$ cat src/rtl/yurut_birim_siralayici_if.sv
// Issue sequencer bus: decode request, unit start/ready/result lines,
// downstream hold and the held result.
interface yurut_birim_siralayici_if;
  logic        durdur_i;
  logic        istek_gecerli_i;
  logic [1:0]  istek_birim_i;
  logic [4:0]  istek_hedef_i;
  logic        istek_yaz_i;
  logic        istek_kabul_o;
  logic        yurut_stall_o;
  logic [2:0]  birim_basla_o;
  logic [2:0]  birim_hazir_i;
  logic [31:0] amb_sonuc_i;
  logic [31:0] yz_sonuc_i;
  logic [31:0] kripto_sonuc_i;
  logic        sonuc_gecerli_o;
  logic [31:0] sonuc_o;
  logic [4:0]  hedef_yazmaci_o;
  logic        yazmaca_yaz_o;
  logic        hata_o;

  // Environment side: decode, functional units and the downstream stage.
  modport master (
    output durdur_i, istek_gecerli_i, istek_birim_i, istek_hedef_i, istek_yaz_i,
    output birim_hazir_i, amb_sonuc_i, yz_sonuc_i, kripto_sonuc_i,
    input  istek_kabul_o, yurut_stall_o, birim_basla_o,
    input  sonuc_gecerli_o, sonuc_o, hedef_yazmaci_o, yazmaca_yaz_o, hata_o
  );

  // Sequencer side.
  modport slave (
    input  durdur_i, istek_gecerli_i, istek_birim_i, istek_hedef_i, istek_yaz_i,
    input  birim_hazir_i, amb_sonuc_i, yz_sonuc_i, kripto_sonuc_i,
    output istek_kabul_o, yurut_stall_o, birim_basla_o,
    output sonuc_gecerli_o, sonuc_o, hedef_yazmaci_o, yazmaca_yaz_o, hata_o
  );
endinterface

$ cat src/rtl/yurut_birim_siralayici.sv
// Execute-stage issue sequencer for the multi-cycle units (AMB, YZ, KRIPTO).
// One operation in flight: start pulse, wait for the unit's ready (or
// timeout), hold the tagged result until the downstream stage releases it.
module yurut_birim_siralayici #(
  parameter int unsigned ZAMAN_ASIMI = 64  // legal range 2..255
) (
  input logic                     clk_i,
  input logic                     rst_i,
  yurut_birim_siralayici_if.slave yb
);

  typedef enum logic [1:0] {
    BOSTA = 2'd0,
    BEKLE = 2'd1,
    SONUC = 2'd2
  } durum_t;

  localparam logic [7:0] SAYAC_SON = 8'(ZAMAN_ASIMI - 1);

  durum_t      durum;
  logic [1:0]  secim;
  logic [4:0]  hedef;
  logic        yaz;
  logic [7:0]  sayac;

  logic [2:0]  basla_r;
  logic        gecerli_r;
  logic [31:0] sonuc_r;
  logic [4:0]  hedef_r;
  logic        yaz_r;
  logic        hata_r;

  logic        kabul;
  logic        secili_hazir;
  logic [31:0] secili_sonuc;
  logic        zaman_doldu;

  // Request acceptance: idle, or releasing a held result in the same cycle.
  always_comb begin
    kabul = yb.istek_gecerli_i &&
            ((durum == BOSTA) || ((durum == SONUC) && !yb.durdur_i));
  end

  // Ready and result of the selected unit only; other units' ready bits are ignored.
  always_comb begin
    secili_hazir = 1'b0;
    secili_sonuc = '0;
    case (secim)
      2'd0: begin
        secili_hazir = yb.birim_hazir_i[0];
        secili_sonuc = yb.amb_sonuc_i;
      end
      2'd1: begin
        secili_hazir = yb.birim_hazir_i[1];
        secili_sonuc = yb.yz_sonuc_i;
      end
      2'd2: begin
        secili_hazir = yb.birim_hazir_i[2];
        secili_sonuc = yb.kripto_sonuc_i;
      end
      default: begin
        secili_hazir = 1'b0;
        secili_sonuc = '0;
      end
    endcase
  end

  // Timeout boundary: last unfrozen wait cycle.
  always_comb begin
    zaman_doldu = (sayac == SAYAC_SON);
  end

  // Sequencer FSM with registered outputs.
  always_ff @(posedge clk_i) begin
    if (rst_i) begin
      durum     <= BOSTA;
      secim     <= '0;
      hedef     <= '0;
      yaz       <= 1'b0;
      sayac     <= '0;
      basla_r   <= '0;
      gecerli_r <= 1'b0;
      sonuc_r   <= '0;
      hedef_r   <= '0;
      yaz_r     <= 1'b0;
      hata_r    <= 1'b0;
    end else begin
      basla_r <= '0;
      hata_r  <= 1'b0;
      case (durum)
        BOSTA, SONUC: begin
          if (kabul) begin
            secim <= yb.istek_birim_i;
            hedef <= yb.istek_hedef_i;
            sayac <= '0;
            if (yb.istek_birim_i == 2'd3) begin
              // Illegal unit: no start, straight to an error result.
              yaz       <= 1'b0;
              durum     <= SONUC;
              gecerli_r <= 1'b1;
              sonuc_r   <= '0;
              hedef_r   <= yb.istek_hedef_i;
              yaz_r     <= 1'b0;
              hata_r    <= 1'b1;
            end else begin
              yaz       <= yb.istek_yaz_i;
              durum     <= BEKLE;
              basla_r   <= 3'b001 << yb.istek_birim_i;
              gecerli_r <= 1'b0;
              sonuc_r   <= '0;
              hedef_r   <= '0;
              yaz_r     <= 1'b0;
            end
          end else if ((durum == SONUC) && !yb.durdur_i) begin
            durum     <= BOSTA;
            gecerli_r <= 1'b0;
            sonuc_r   <= '0;
            hedef_r   <= '0;
            yaz_r     <= 1'b0;
          end
        end
        BEKLE: begin
          // Ready wins over the timeout boundary and over durdur_i.
          if (secili_hazir) begin
            durum     <= SONUC;
            gecerli_r <= 1'b1;
            sonuc_r   <= secili_sonuc;
            hedef_r   <= hedef;
            yaz_r     <= yaz;
          end else if (!yb.durdur_i) begin
            if (zaman_doldu) begin
              durum     <= SONUC;
              gecerli_r <= 1'b1;
              sonuc_r   <= '0;
              hedef_r   <= hedef;
              yaz_r     <= 1'b0;
              hata_r    <= 1'b1;
            end else begin
              sayac <= sayac + 8'd1;
            end
          end
        end
        default: begin
          durum <= BOSTA;
        end
      endcase
    end
  end

  assign yb.istek_kabul_o   = kabul;
  assign yb.yurut_stall_o   = yb.istek_gecerli_i && !kabul;
  assign yb.birim_basla_o   = basla_r;
  assign yb.sonuc_gecerli_o = gecerli_r;
  assign yb.sonuc_o         = sonuc_r;
  assign yb.hedef_yazmaci_o = hedef_r;
  assign yb.yazmaca_yaz_o   = yaz_r;
  assign yb.hata_o          = hata_r;

endmodule

$ cat src/flat_wrapper.sv
// flat-port wrapper written by rule: the top's interface ports become plain ports
module yurut_birim_siralayici_flat 
#(
  parameter int unsigned ZAMAN_ASIMI = 64                       
)
  (clk_i, rst_i, yb_durdur_i, yb_istek_gecerli_i, yb_istek_birim_i, yb_istek_hedef_i, yb_istek_yaz_i, yb_birim_hazir_i, yb_amb_sonuc_i, yb_yz_sonuc_i, yb_kripto_sonuc_i, yb_istek_kabul_o, yb_yurut_stall_o, yb_birim_basla_o, yb_sonuc_gecerli_o, yb_sonuc_o, yb_hedef_yazmaci_o, yb_yazmaca_yaz_o, yb_hata_o);
  yurut_birim_siralayici_if yb_i ();
  input logic clk_i;
  input logic rst_i;
  input wire logic [$bits(yb_i.durdur_i)-1:0] yb_durdur_i;
  input wire logic [$bits(yb_i.istek_gecerli_i)-1:0] yb_istek_gecerli_i;
  input wire logic [$bits(yb_i.istek_birim_i)-1:0] yb_istek_birim_i;
  input wire logic [$bits(yb_i.istek_hedef_i)-1:0] yb_istek_hedef_i;
  input wire logic [$bits(yb_i.istek_yaz_i)-1:0] yb_istek_yaz_i;
  input wire logic [$bits(yb_i.birim_hazir_i)-1:0] yb_birim_hazir_i;
  input wire logic [$bits(yb_i.amb_sonuc_i)-1:0] yb_amb_sonuc_i;
  input wire logic [$bits(yb_i.yz_sonuc_i)-1:0] yb_yz_sonuc_i;
  input wire logic [$bits(yb_i.kripto_sonuc_i)-1:0] yb_kripto_sonuc_i;
  output wire logic [$bits(yb_i.istek_kabul_o)-1:0] yb_istek_kabul_o;
  output wire logic [$bits(yb_i.yurut_stall_o)-1:0] yb_yurut_stall_o;
  output wire logic [$bits(yb_i.birim_basla_o)-1:0] yb_birim_basla_o;
  output wire logic [$bits(yb_i.sonuc_gecerli_o)-1:0] yb_sonuc_gecerli_o;
  output wire logic [$bits(yb_i.sonuc_o)-1:0] yb_sonuc_o;
  output wire logic [$bits(yb_i.hedef_yazmaci_o)-1:0] yb_hedef_yazmaci_o;
  output wire logic [$bits(yb_i.yazmaca_yaz_o)-1:0] yb_yazmaca_yaz_o;
  output wire logic [$bits(yb_i.hata_o)-1:0] yb_hata_o;
  assign yb_i.durdur_i = yb_durdur_i;
  assign yb_i.istek_gecerli_i = yb_istek_gecerli_i;
  assign yb_i.istek_birim_i = yb_istek_birim_i;
  assign yb_i.istek_hedef_i = yb_istek_hedef_i;
  assign yb_i.istek_yaz_i = yb_istek_yaz_i;
  assign yb_i.birim_hazir_i = yb_birim_hazir_i;
  assign yb_i.amb_sonuc_i = yb_amb_sonuc_i;
  assign yb_i.yz_sonuc_i = yb_yz_sonuc_i;
  assign yb_i.kripto_sonuc_i = yb_kripto_sonuc_i;
  assign yb_istek_kabul_o = yb_i.istek_kabul_o;
  assign yb_yurut_stall_o = yb_i.yurut_stall_o;
  assign yb_birim_basla_o = yb_i.birim_basla_o;
  assign yb_sonuc_gecerli_o = yb_i.sonuc_gecerli_o;
  assign yb_sonuc_o = yb_i.sonuc_o;
  assign yb_hedef_yazmaci_o = yb_i.hedef_yazmaci_o;
  assign yb_yazmaca_yaz_o = yb_i.yazmaca_yaz_o;
  assign yb_hata_o = yb_i.hata_o;
  yurut_birim_siralayici #(.ZAMAN_ASIMI(ZAMAN_ASIMI)) u_core (.clk_i(clk_i), .rst_i(rst_i), .yb(yb_i));
endmodule
$ cat config.mk
export PLATFORM = sky130hd
export DESIGN_NAME = yurut_birim_siralayici_flat
export DESIGN_NICKNAME = d
export VERILOG_FILES = /design/src/rtl/yurut_birim_siralayici_if.sv /design/src/rtl/yurut_birim_siralayici.sv /design/src/flat_wrapper.sv
export SDC_FILE = /design/constraint.sdc
export NUM_CORES = 1
export LEC_CHECK = 0
export CORE_ASPECT_RATIO = 1.75
export CORE_MARGIN = 5
export CORE_UTILIZATION = 44
export CTS_BUF_LIST = sky130_fd_sc_hd__clkbuf_16
export DETAILED_ROUTE_END_ITERATION = 8
export GPL_TIMING_DRIVEN = 1
export PLACE_DENSITY = 0.87
export SLEW_MARGIN = 0
export SYNTH_ARGS = -nofsm -noshare
export SYNTH_HDL_FRONTEND = slang
export SYNTH_SLANG_ARGS = --single-unit
$ cat constraint.sdc
create_clock -name clk_i -period 4.4 [get_ports clk_i]
set_input_delay 0.44 -clock clk_i [delete_from_list [all_inputs] [get_ports clk_i]]
set_output_delay 0.44 -clock clk_i [all_outputs]
set_load 0.01 [all_outputs]
==> run_results.csv <==
group,metric,value,unit
hold_path,worstHoldPathType,"reg -> reg",
floorplanning,dieArea,9000,um^2
timing,finalCritPeriodShare,0.681,
clocking,max-clock-path-buffers,2,
synthesis,yosysTopAreaCellShare,0.388,
floorplanning,rows,40,
setup_path,end_kind,"output pin",
grt,grt_antenna_before_repair,0,
setup_path,critPathMaxFanout,14,
floorplanning,initial_utilization,0.455,
grt,grt_pass1_vias,3236,
synthesis,synth_flop_cell,"dfxtp_1",
timing,grt_setup_unrepaired,"false",
synthesis,synth_edf_count,0,
synthesis,mappedNetlistNets,459,
clocking,cts_resized,0,
final_layout,nNetsFinal,602,
placed_design,hpwl,7.92,mm
timing,skew,0.00675,ns
synthesis,synth_seq_area_share,0.388,
grt,grt_overflow_total,0,
synthesis,synth_area,3140,um^2
synthesis,ys_async_sr_fraction,0,
setup_path,cp_data_required_time,3.96,ns
synthesis,yosys_warnings,0,
clocking,cts_setup_buffers,0,
timing,fmax,0.334,GHz
drt,drt-initial-drc-count,146,
synthesis,synth.area.top_cells,"dfxtp_1 (39%), mux2i_1 (12%), a22o_1 (9.2%)",
clocking,cts_tree,"yes",
drt,first_pass_iters,4,
drt,antenna_left,0,
drt,drt-total-wl,10.4,mm
final_layout,area_delta_synth_final,58.9,%
floorplanning,coreArea,6910,um^2
clocking,clock_latency,0.32,ns
clocking,clkTransAtPathRegs,0.05,ns
timing,final-hold-violation-count,0,
drt,drcViolationCount,0,
floorplanning,io_pins,156,
final_layout,final_util,0.724,
job,cap_violations,0,
setup_path,ff2ff_setup_slack,1.79,ns
timing,worst_pin_slew,1.14,ns
clocking,cts.sinks,61,
power_and_ir_drop,p_per_area,313,nW/um^2
clocking,cts_made_buffers,9,
timing,fin_tns_setup,0,ns
clocking,cts_max_level,3,
synthesis,syn_inst,347,
final_layout,final_common_cell,"clkdlybuf4s50_1",
power_and_ir_drop,ir_drop,0.252,mV
timing,slew_violations,0,
final_layout,diodes,0,
synthesis,ys_ff_latch,61,
synthesis,yosysUniqueCellTypes,52,
setup_path,start_kind,"primary input",
setup_path,critPathKind,"in -> out",
synthesis,synth_top_area_cell,"dfxtp_1",
timing,relSlewSlack,0.241,
floorplanning,die_x,73.9,um
drt,vias,3210,
drt,avgRoutedWirePerCell,17.9,um
final_layout,mostFrequentLayoutCells,"clkdlybuf4s50_1 (155), dfxtp_1 (60), nand2_1 (56), mux2i_1 (37), o21ai_0 (36)",
floorplanning,die_h,122,um
grt,grt_usage,0.225,
placed_design,place.gp.congestion,0.824,
timing,post-route-min-period,3.00,ns
clocking,ctsRootBufferMaster,"clkbuf_16",
final_layout,num-fill-cells,564,
setup_path,critPathArrivalTime,2.56,ns
synthesis,synth_area_per_cell,9.06,um^2
placed_design,portBuffers,155,
grt,grt_max_degree,37,
status,outcome,"completed",
timing,setup_viol,0,
final_layout,drive_above_1_share,0.0626,
grt,grt_first_pass_wirelength,15.8,mm
clocking,holdBufCountCts,0,
drt,vias_per_cell,5.54,
power_and_ir_drop,power_leakage,0.00181,uW
[stage by stage]
stage               hold slack (ns)  cell area [um^2]  instances  total power [uW]  setup slack [ns]
finish                        0.458              5000        579              1560              1.40
global route                  0.488              5000        579              1630              1.30
CTS                           0.460              4970        578              1570              1.44
detailed placement            0.453              4690        562               913              1.48
global placement              0.443              4690        562               907              1.54
floorplan                     0.432              3140        347               754              2.73
[cells by family after synthesis]
group / share of synthesized area
buf+inv: 0.0549
compound gates: 0.244
flops: 0.388
fa+ha+maj: 0.00398
simple gates: 0.166
mux: 0.143
[metal layers]
metal	vias up	global-route usage	share of wire	wire length, um
met5	-	0	0	0
met4	0	0.0986	0.022	230
met3	14	0.0396	0.063	658
met2	128	0.422	0.56	5790
met1	1497	0.233	0.36	3700
li1	1571	-	-	-
[synth_stat cells, types with 3 or more instances]
cell      count
nand4_1       3
o21ai_0      36
nand2b_1      5
nor3_1        8
buf_6         4
nor2b_1       8
nand2_1      56
a21oi_1      12
nor4b_1       3
clkbuf_1     14
buf_2         9
mux2i_1      37
nand3_1       4
a22o_1       33
inv_1         5
mux2_1        5
dfxtp_1      61
[report_power, final]
group,internal [uW],switching [uW]
sequential,574,27.7
clock,429,229
combinational,178,127
[registers in the layout, summed over array words and instances (netlist names)]
signal and flops:
u_core.yb.hata_o 1, u_core.yb.sonuc_gecerli_o 1, u_core.yb.yazmaca_yaz_o 1, u_core.yaz 1
u_core.durum 2, u_core.yb.sonuc_o 32, u_core.secim 2, u_core.yb.hedef_yazmaci_o 5
u_core.yb.birim_basla_o 3, u_core.sayac 8, u_core.hedef 5
[critical path, cell delays in order]
cell,delay (ns)
clkdlybuf4s50_1,0.60
a21oi_2,0.33
nand2_1,0.34
inv_2,0.27
clkdlybuf4s50_1,0.57
[final timing paths]
path,startpoint,endpoint,depth (start not counted)
worst max-delay path,yb_durdur_i,yb_istek_kabul_o,5
worst min-delay path,u_core.hedef[0],u_core.hedef[0],2
worst max register to register,u_core.secim[1],u_core.yb.hedef_yazmaci_o[0],4
worst min register to register,u_core.hedef[0],u_core.hedef[0],2
[cell type report]
class,count,area [um^2],share of cell area
flip-flops and latches,61,1220,0.245
clock inverters,7,57.6,0.0115
repair buffers,160,1610,0.322
clock buffers,9,225,0.0451
inverters,6,22.5,0.00451
multi-input cells,252,1760,0.351
well taps,84,105,0.0210
(Power assumes the default switching activity.)
